## config.mk

```make
export PLATFORM = sky130hd
export DESIGN_NAME = fetch_ctrl
export DESIGN_NICKNAME = d
export VERILOG_FILES = /design/src/rtl/fetch_ctrl.sv
export SDC_FILE = /design/constraint.sdc
export NUM_CORES = 1
export LEC_CHECK = 0
export ABC_AREA = 1
export BUFFER_PORTS_ARGS = -buffer_cell sky130_fd_sc_hd__buf_2
export CORE_MARGIN = 3
export CORE_UTILIZATION = 59
export CTS_BUF_LIST = sky130_fd_sc_hd__clkbuf_16
export CTS_CLUSTER_SIZE = 24
export DETAILED_ROUTE_END_ITERATION = 8
export PLACE_DENSITY = 0.85
export SLEW_MARGIN = 10
export SYNTH_ARGS = -nofsm -noshare
export SYNTH_HDL_FRONTEND = slang
export SYNTH_SLANG_ARGS = --single-unit
```

## constraint.sdc

```tcl
create_clock -name clk -period 4.6 [get_ports clk]
set_input_delay 0.46 -clock clk [delete_from_list [all_inputs] [get_ports clk]]
set_output_delay 0.46 -clock clk [all_outputs]
set_load 0.01 [all_outputs]
```

## src/rtl/fetch_ctrl.sv

```systemverilog
// fetch_ctrl: instruction-fetch sequencer.
// Owns the program counter, issues single-word requests to a multi-cycle
// instruction memory (req/ack), and hands each fetched word to decode over a
// valid/ready handshake. Redirects may arrive in any state; data belonging to
// a superseded request is dropped. An illegal fetch address halts the unit
// until reset, with a sticky error flag.
module fetch_ctrl #(
  parameter logic [31:0] RESET_PC = 32'h0000_3000,
  parameter int unsigned IM_WORDS = 1024
) (
  input  logic        clk,
  input  logic        reset,        // asynchronous, active-low
  input  logic        redirect,
  input  logic [31:0] redirect_pc,
  output logic        im_req,
  output logic [31:0] im_addr,
  input  logic        im_ack,
  input  logic [31:0] im_rdata,
  output logic        instr_valid,
  output logic [31:0] instr,
  output logic [31:0] pc,
  input  logic        instr_ready,
  output logic        fetch_err
);

  // Fetch window end, computed one bit wider so a window touching the top of
  // the address space does not wrap to zero.
  localparam logic [32:0] WIN_LO = {1'b0, RESET_PC};
  localparam logic [32:0] WIN_HI = {1'b0, RESET_PC} + (33'(IM_WORDS) << 2);

  typedef enum logic [2:0] {
    ST_START = 3'd0,  // one idle cycle after reset release
    ST_REQ   = 3'd1,  // request to pc outstanding
    ST_VALID = 3'd2,  // fetched word presented to decode
    ST_DROP  = 3'd3,  // request outstanding, its data is stale
    ST_HALT  = 3'd4   // illegal address seen, wait for reset
  } state_e;

  state_e      state_q, state_d;
  logic [31:0] pc_q, pc_d;
  logic [31:0] tgt_q, tgt_d;
  logic [31:0] instr_q, instr_d;
  logic        err_q, err_d;

  // A pc load requested by the FSM; the legality check is applied once, here,
  // no matter which transition asked for the load.
  logic        load_en;
  logic [31:0] load_addr;
  logic        load_legal;

  function automatic logic addr_legal(input logic [31:0] addr);
    logic [32:0] a;
    a = {1'b0, addr};
    return (addr[1:0] == 2'b00) && (a >= WIN_LO) && (a < WIN_HI);
  endfunction

  assign load_legal = addr_legal(load_addr);

  // State and datapath registers.
  // NOTE: sequential state is written only with non-blocking assignments so
  // every register samples the pre-edge values, independent of block order.
  always_ff @(posedge clk or negedge reset) begin
    if (!reset) begin
      // NOTE: instr is a plain data register but is still reset, so decode
      // never sees an undefined word out of reset; there is no array here
      // that would make resetting storage expensive.
      state_q <= ST_START;
      pc_q    <= RESET_PC;
      tgt_q   <= '0;
      instr_q <= '0;
      err_q   <= 1'b0;
    end else begin
      state_q <= state_d;
      pc_q    <= pc_d;
      tgt_q   <= tgt_d;
      instr_q <= instr_d;
      err_q   <= err_d;
    end
  end

  // Next-state and next-datapath logic.
  always_comb begin
    // NOTE: every variable gets a default before the case so no path leaves
    // one unassigned, which would otherwise infer a latch.
    state_d   = state_q;
    pc_d      = pc_q;
    tgt_d     = tgt_q;
    instr_d   = instr_q;
    err_d     = err_q;
    load_en   = 1'b0;
    load_addr = pc_q;

    unique case (state_q)
      ST_START: begin
        state_d = ST_REQ;
      end

      ST_REQ: begin
        if (redirect && im_ack) begin
          // Returned word belongs to the old flow; re-request at the target.
          load_en   = 1'b1;
          load_addr = redirect_pc;
        end else if (redirect) begin
          // Request must stay up until acked; park the target meanwhile.
          tgt_d   = redirect_pc;
          state_d = ST_DROP;
        end else if (im_ack) begin
          instr_d = im_rdata;
          state_d = ST_VALID;
        end
      end

      ST_DROP: begin
        if (redirect) begin
          tgt_d = redirect_pc;
        end
        if (im_ack) begin
          load_en   = 1'b1;
          load_addr = redirect ? redirect_pc : tgt_q;
        end
      end

      ST_VALID: begin
        if (redirect) begin
          // Redirect wins over ready: the presented word is discarded.
          load_en   = 1'b1;
          load_addr = redirect_pc;
        end else if (instr_ready) begin
          load_en   = 1'b1;
          load_addr = pc_q + 32'd4;
        end
      end

      ST_HALT: begin
        state_d = ST_HALT;
      end

      default: begin
        state_d = ST_HALT;
        err_d   = 1'b1;
      end
    endcase

    // Every new pc is screened at the edge it would be loaded; on failure pc
    // keeps its last legal value and the unit halts.
    if (load_en) begin
      if (load_legal) begin
        pc_d    = load_addr;
        state_d = ST_REQ;
      end else begin
        state_d = ST_HALT;
        err_d   = 1'b1;
      end
    end
  end

  // Output decode from the registered state only, so the memory and decode
  // interfaces see glitch-free, edge-aligned controls.
  always_comb begin
    im_req      = 1'b0;
    instr_valid = 1'b0;
    unique case (state_q)
      ST_REQ,
      ST_DROP:  im_req      = 1'b1;
      ST_VALID: instr_valid = 1'b1;
      default: begin
        im_req      = 1'b0;
        instr_valid = 1'b0;
      end
    endcase
  end

  assign im_addr   = pc_q;
  assign pc        = pc_q;
  assign instr     = instr_q;
  assign fetch_err = err_q;

  // Handshake contract toward the memory: a raised request is held, with a
  // stable address, until the cycle it is acknowledged.
  req_held_until_ack: assert property (
    @(posedge clk) disable iff (!reset)
      (im_req && !im_ack) |=> (im_req && $stable(im_addr))
  );

  // Halt is terminal and always flagged.
  halt_is_sticky: assert property (
    @(posedge clk) disable iff (!reset)
      fetch_err |=> (fetch_err && !im_req && !instr_valid)
  );

endmodule

```

==> impl_metrics.json, run 1 <==
{
  "status": "finished, final reports clean",
  "clkTransAtPathRegs_ns": 0.07,
  "cp_cell_sequence": "inv_2, a21oi_2, inv_2, buf_4, nand2_1, nand4_1, nor2_1, nand2_1, clkinv_1, nand2_1, nor2_1, nand2_1, nor2_2, nand4_4, nand2_1, inv_2",
  "clk_path_buf_depth": 2,
  "setup_tns_ns": 0,
  "rows": 39,
  "p_comb_share_pct": 41.6,
  "die_area_mm2": 0.0133,
  "drv_cap": 0,
  "ir_drop_uv": 491,
  "coreArea_mm2": 0.0116,
  "met3_length_um": 2180,
  "m1WireLength_um": 8330,
  "clock_power_share_pct": 20.7,
  "grt_pass1_wl_um": 34100,
  "synthCells": 1054,
  "fin_crit_sh_pct": 71.1,
  "grt_usage_pct": 32.3,
  "utilization_pct": 69.0,
  "cp_max_fo": 33,
  "tritoncts": "yes",
  "drive_gt1_share_pct": 22.6,
  "swShare_pct": 41.7,
  "highest_layer": "met4",
  "hold_viol_final": 0,
  "slew_headroom_pct": 24.1,
  "dp_cells": 1297,
  "fmax_mhz": 306,
  "synthesis.nets": 1124,
  "final_area_mm2": 0.00798,
  "dpl_cell_area_mm2": 0.00768,
  "hp-class": "in -> async",
  "overflow": 0,
  "rsz0062_at_grt": "false",
  "endpoint_kind": "register",
  "cpLargestDelayFamily": "simple AND/OR/NAND/NOR gates",
  "synth_cell_types": 43,
  "cts_resized": 0,
  "wl_per_cell_um": 16.3,
  "cts_buffers": 9,
  "power.internal_mw": 2.18,
  "drtAntennaViolNets": 0,
  "slew_viol_final": 0,
  "cts_setup_buffers": 0,
  "switchingPower_mw": 1.56,
  "port_buffers": 167,
  "cpPeakStageDelay_ns": 0.74,
  "worstMarginPinSlew_ns": 1.13,
  "holdWs_ns": 0.169,
  "ys_ff_latch": 100,
  "synth_top_cell_area_share_pct": 34.8,
  "htree_levels": 3,
  "final_nets": 1235,
  "synth.top_cells.by_area": "dfrtp_1, nand2_1, nor2_1, inv_1, a21oi_1",
  "finalSetupViolCount": 0,
  "cts-root-buf": "clkbuf_16",
  "finalWirelength_um": 21400,
  "crit_type": "reg -> reg",
  "fin_crit_ns": 3.27,
  "clock_latency_ns": 0.37,
  "firstDrtPassIters": 8,
  "cp_num_buf_inv": 5,
  "antenna_found_initial": 0,
  "syn-cell-area_mm2": 0.00705,
  "slowest_stage": "a21oi_2",
  "fillers": 1015,
  "clock-sinks": 100,
  "first_global_vias": 6952,
  "yosysTopAreaCell": "dfrtp_1",
  "p_seq_share_pct": 37.7,
  "gp_congestion": 0.999,
  "cts-hold-fix-buffers": 0,
  "leakage_nw": 4.30,
  "worstSetupStartpointType": "register",
  "route.met2.wl_um": 10100,
  "avgViaCountPerCell": 5.75,
  "final_cells": 1313,
  "die_y_um": 115,
  "regToRegSetupSlack_ns": 1.33,
  "yosysSeqAreaShare_pct": 35.5,
  "final_cell_mix": "nand2_1, buf_2, nor2_1",
  "initial_core_util_pct": 60.9,
  "drt_iter0_markers": 804,
  "num_vias": 7546,
  "final_common_cell": "nand2_1",
  "area_growth_pct": 13.2,
  "ys_warn_count": 0,
  "pwr_density_cell_mw_per_mm2": 468,
  "avgSynthCellArea_um2": 6.69,
  "antennaDiodeCount": 0,
  "crit_required_ns": 4.86,
  "cp.arrival_ns": 3.53,
  "ioPinCount": 168,
  "cpMostUsedCell": "nand2_1",
  "grt_max_degree": 68,
  "dp_hpwl_um": 15400,
  "drc_errors": 0,
  "fp.dieW_um": 115,
  "skew_ns": 0.0185
}
==> cells by family (layout without fill, tap and decap cells) <==
kind of cell    after synthesis  count (layout)  synth area share (%)
compound gates              177             177                  13.8
simple gates                541             541                  32.1
fa+ha+maj                     1               1                 0.178
buf+inv                     203             319                  13.2
mux                          32              32                  5.11
flops                       100             100                  35.5
==> power by group through the flow <==
| stage | logic, mW | registers [mW] | clock network (mW) |
|---|---|---|---|
| 2_1_floorplan | 1.01 | 1.46 | 0 |
| 3_3_place_gp | 1.50 | 1.40 | 0 |
| 3_5_place_dp | 1.53 | 1.42 | 0 |
| 4_1_cts | 1.54 | 1.40 | 0.775 |
| 5_1_grt | 1.73 | 1.45 | 0.807 |
| 6_report | 1.55 | 1.41 | 0.773 |
==> layout make-up <==
cell class	count	area [um2]	share of cell area [%]
well taps	143	179	2.24
flip-flops and latches	100	2500	31.4
multi-input cells	751	3610	45.2
repair buffers	178	921	11.5
clock inverters	7	70.1	0.878
inverters	125	469	5.88
clock buffers	9	225	2.82
==> metal layers <==
metal	vias to the layer above	global-route usage (%)
met5	-	0
met3	81	7.05
met1	3447	41.4
li1	3567	-
met2	451	52.2
met4	0	15.4
==> worst reg2reg max path, cell delays in order (launching register included) <==
cell	delay, ns
dfrtp_1	0.43
inv_2	0.08
a21oi_2	0.74
inv_2	0.08
buf_4	0.26
nand2_1	0.09
nand4_1	0.12
nor2_1	0.12
nand2_1	0.10
clkinv_1	0.05
nand2_1	0.04
nor2_1	0.08
nand2_1	0.07
nor2_2	0.12
nand4_4	0.46
nand2_1	0.26
inv_2	0.04
==> metrics by stage <==
step	setup slack (ns)	total power [mW]
after detailed placement	1.06	2.95
after CTS	1.38	3.72
after global placement	1.10	2.90
final	1.33	3.74
after floorplan	2.34	2.47
after global routing	0.977	3.99
==> flip-flops by register name, indices dropped and copies added, names as in the netlist <==
name / flops
fetch_err: 1
state_q: 3
im_addr: 32
instr: 32
tgt_q: 32
==> cells in the mapped netlist (all sizes together) <==
cell,n
o21bai,1
nand2,313
buf,57
dfstp,2
and3,1
o31ai,1
a221oi,7
o2111ai,1
a21boi,2
clkbuf,21
o21ai,75
ha,1
a21oi,73
nor2,134
o211ai,7
a211oi,5
dfrtp,98
nand3,65
a21o,1
clkinv,1
o22ai,1
inv,124
or2,4
nand3b,1
nor3,5
nand4,18
a22oi,2
o32ai,1
mux2,32
==> path summary, 6_finish.rpt <==
check	cells past startpoint	endpoint	startpoint
min in group clk	2	instr[14]	im_rdata[14]
worst max-delay path	16	im_addr[28]	state_q[0]
max in group asynchronous	2	tgt_q[14]	reset
worst min-delay path	1	im_addr[25]	reset
worst min register to register	1	instr[15]	instr[15]
worst max register to register	16	im_addr[28]	state_q[0]
Power figures use the tool's default switching activity.
==> run 2, diff against run 1 <==
- CORE_UTILIZATION: 59 -> 50
- PLACE_DENSITY: 0.85 -> 0.76
- clock period: 4.6 -> 2.69 ns (I/O delays scaled with it)
==> impl_metrics.json, run 2 (synthesized netlist as in run 1, its figures left out) <==
{
  "drc_errors": 0,
  "final_cell_mix": "nand2_1, buf_2, nor2_1, inv_1, dfrtp_1",
  "finalSetupViolCount": 0,
  "hold_end": "instr[12]",
  "hp-class": "in -> reg",
  "route.met2.wl_um": 9980,
  "grt_usage_pct": 27.5,
  "fin_crit_ns": 2.52,
  "worstSetupStartpointType": "register",
  "cpLargestDelayFamily": "simple AND/OR/NAND/NOR gates",
  "port_buffers": 167,
  "drive_gt1_share_pct": 27.6,
  "whs_path_depth": 2,
  "dp_hpwl_um": 16700,
  "slew_viol_final": 0,
  "pwr_density_cell_mw_per_mm2": 778,
  "crit_required_ns": 2.94,
  "antenna_found_initial": 0,
  "coreArea_mm2": 0.0135,
  "final_common_cell": "nand2_1",
  "clock-sinks": 100,
  "final_nets": 1288,
  "fillers": 1225,
  "slowest_stage": "dfrtp_1",
  "drt_iter0_markers": 675,
  "die_area_mm2": 0.0156,
  "skew_ns": 0.0106,
  "status": "finished, final reports clean",
  "highest_layer": "met4",
  "cp_max_fo": 19,
  "clk_path_buf_depth": 2,
  "cpMostUsedCell": "nand2_1",
  "swShare_pct": 40.5,
  "cts-root-buf": "clkbuf_16",
  "fin_crit_sh_pct": 93.7,
  "endpoint_kind": "register",
  "overflow": 0,
  "drtAntennaViolNets": 0,
  "num_vias": 7570,
  "fp.dieW_um": 125,
  "htree_levels": 3,
  "crit_type": "reg -> reg",
  "area_growth_pct": 22.2,
  "initial_core_util_pct": 52.2,
  "drv_cap": 0,
  "r2r_end": "im_addr[18]",
  "cp_cell_sequence": "ha_1, nand2_1, nor2_4, inv_1, nor2_2, nand3_1, nand2_1, nand2_1, nand3_1, nand2_1, nand2_1, nand2_1, nor2_4, nand4_4, buf_12, nand2_1, inv_2",
  "holdWs_ns": 0.142,
  "hold_viol_final": 0,
  "cp.arrival_ns": 2.77,
  "ir_drop_uv": 508,
  "rsz0062_at_grt": "true",
  "gp_congestion": 1.01,
  "dpl_cell_area_mm2": 0.00816,
  "final_area_mm2": 0.00861,
  "ioPinCount": 168,
  "reg2reg_depth": 17,
  "slew_headroom_pct": 53.5,
  "fmax_mhz": 397,
  "antennaDiodeCount": 0,
  "finalWirelength_um": 22100,
  "firstDrtPassIters": 6,
  "grt_pass1_wl_um": 35100,
  "avgViaCountPerCell": 5.41,
  "switchingPower_mw": 2.71,
  "cts_buffers": 9,
  "p_seq_share_pct": 34.9,
  "grt_max_degree": 53,
  "rows": 42,
  "m1WireLength_um": 9560,
  "tritoncts": "yes",
  "clock_power_share_pct": 19.9,
  "met3_length_um": 2250,
  "leakage_nw": 4.59,
  "wl_per_cell_um": 15.8,
  "clock_latency_ns": 0.36,
  "p_comb_share_pct": 45.2,
  "cp_num_buf_inv": 3,
  "power.internal_mw": 3.99,
  "hold_start": "im_rdata[12]",
  "r2r_start": "im_addr[2]",
  "cpPeakStageDelay_ns": 0.40,
  "first_global_vias": 6868,
  "worstMarginPinSlew_ns": 0.697,
  "clkTransAtPathRegs_ns": 0.07,
  "regToRegSetupSlack_ns": 0.17,
  "die_y_um": 125
}
## run 2: cell types whose count changed in the layout (fill, tap and decap cells not counted), sizes merged
cell / delta
bufinv: +1
nor2: +1
inv: -2
clkinvlp: +3
clkinv: -2
dlygate4sd3: +1
buf: +51
## run 2: cell type report
type | instances | area [um2] | share of cell area (%)
Multi-Input combinational cell | 752 | 3700 | 43.0
Sequential cell | 100 | 2510 | 29.2
Timing Repair Buffer | 230 | 1410 | 16.4
Inverter | 125 | 469 | 5.45
Clock buffer | 9 | 225 | 2.62
Tap cell | 176 | 220 | 2.56
Clock inverter | 7 | 76.3 | 0.887
## run 2: power groups by stage
stage | sequential (mW) | combinational (mW) | clock (mW)
finish | 2.34 | 3.03 | 1.34
global route | 2.40 | 3.36 | 1.42
CTS | 2.33 | 2.90 | 1.36
detailed placement | 2.35 | 2.89 | 0
global placement | 2.32 | 2.84 | 0
floorplan | 2.49 | 1.72 | 0
## run 2: metrics by stage
stage / power (mW) / worst slack, ns / TNS, ns / std cells / utilization [%]
floorplan: 4.22 / 0.430 / 0 / 1054 / -
global placement: 5.16 / 0.0466 / 0 / 1376 / 60.4
detailed placement: 5.24 / 0.0900 / 0 / 1376 / 60.4
CTS: 6.59 / 0.0761 / 0 / 1393 / 62.7
global route: 7.17 / -0.0270 / -0.131 / 1399 / 63.7
finish: 6.70 / 0.168 / 0 / 1399 / 63.7
## run 2: worst max-delay path by stage
stage | cells after the start | slack (ns) | to | from
CTS | 17 | 0.08 | im_addr[2] | im_addr[2]
global route | 17 | -0.03 | im_addr[2] | im_addr[2]
global placement | 18 | 0.05 | im_addr[28] | im_addr[12]
detailed placement | 17 | 0.09 | im_addr[2] | im_addr[2]
finish | 17 | 0.17 | im_addr[18] | im_addr[2]
floorplan | 17 | 0.43 | im_addr[6] | im_addr[2]
## run 2: what timing repair did
item | CTS | global route
setup endpoints to repair | 0 | 34
hold endpoints to repair | 48 | 0
buffers inserted | 0 | 5
hold buffers | 1 | 0
gates resized for setup | 0 | 30
## run 2: per-layer routing
| metal | up-vias | global-route usage, % |
|---|---|---|
| met4 | 0 | 7.80 |
| met1 | 3462 | 38.7 |
| met2 | 403 | 43.5 |
| met5 | - | 0 |
| li1 | 3678 | - |
| met3 | 27 | 5.10 |
## run 2: worst reg2reg max path: stages (launching register included)
cell,delay [ns]
dfrtp_1,0.40
ha_1,0.19
nand2_1,0.14
nor2_4,0.24
inv_1,0.10
nor2_2,0.19
nand3_1,0.12
nand2_1,0.09
nand2_1,0.05
nand3_1,0.06
nand2_1,0.05
nand2_1,0.09
nand2_1,0.09
nor2_4,0.16
nand4_4,0.14
buf_12,0.18
nand2_1,0.08
inv_2,0.03
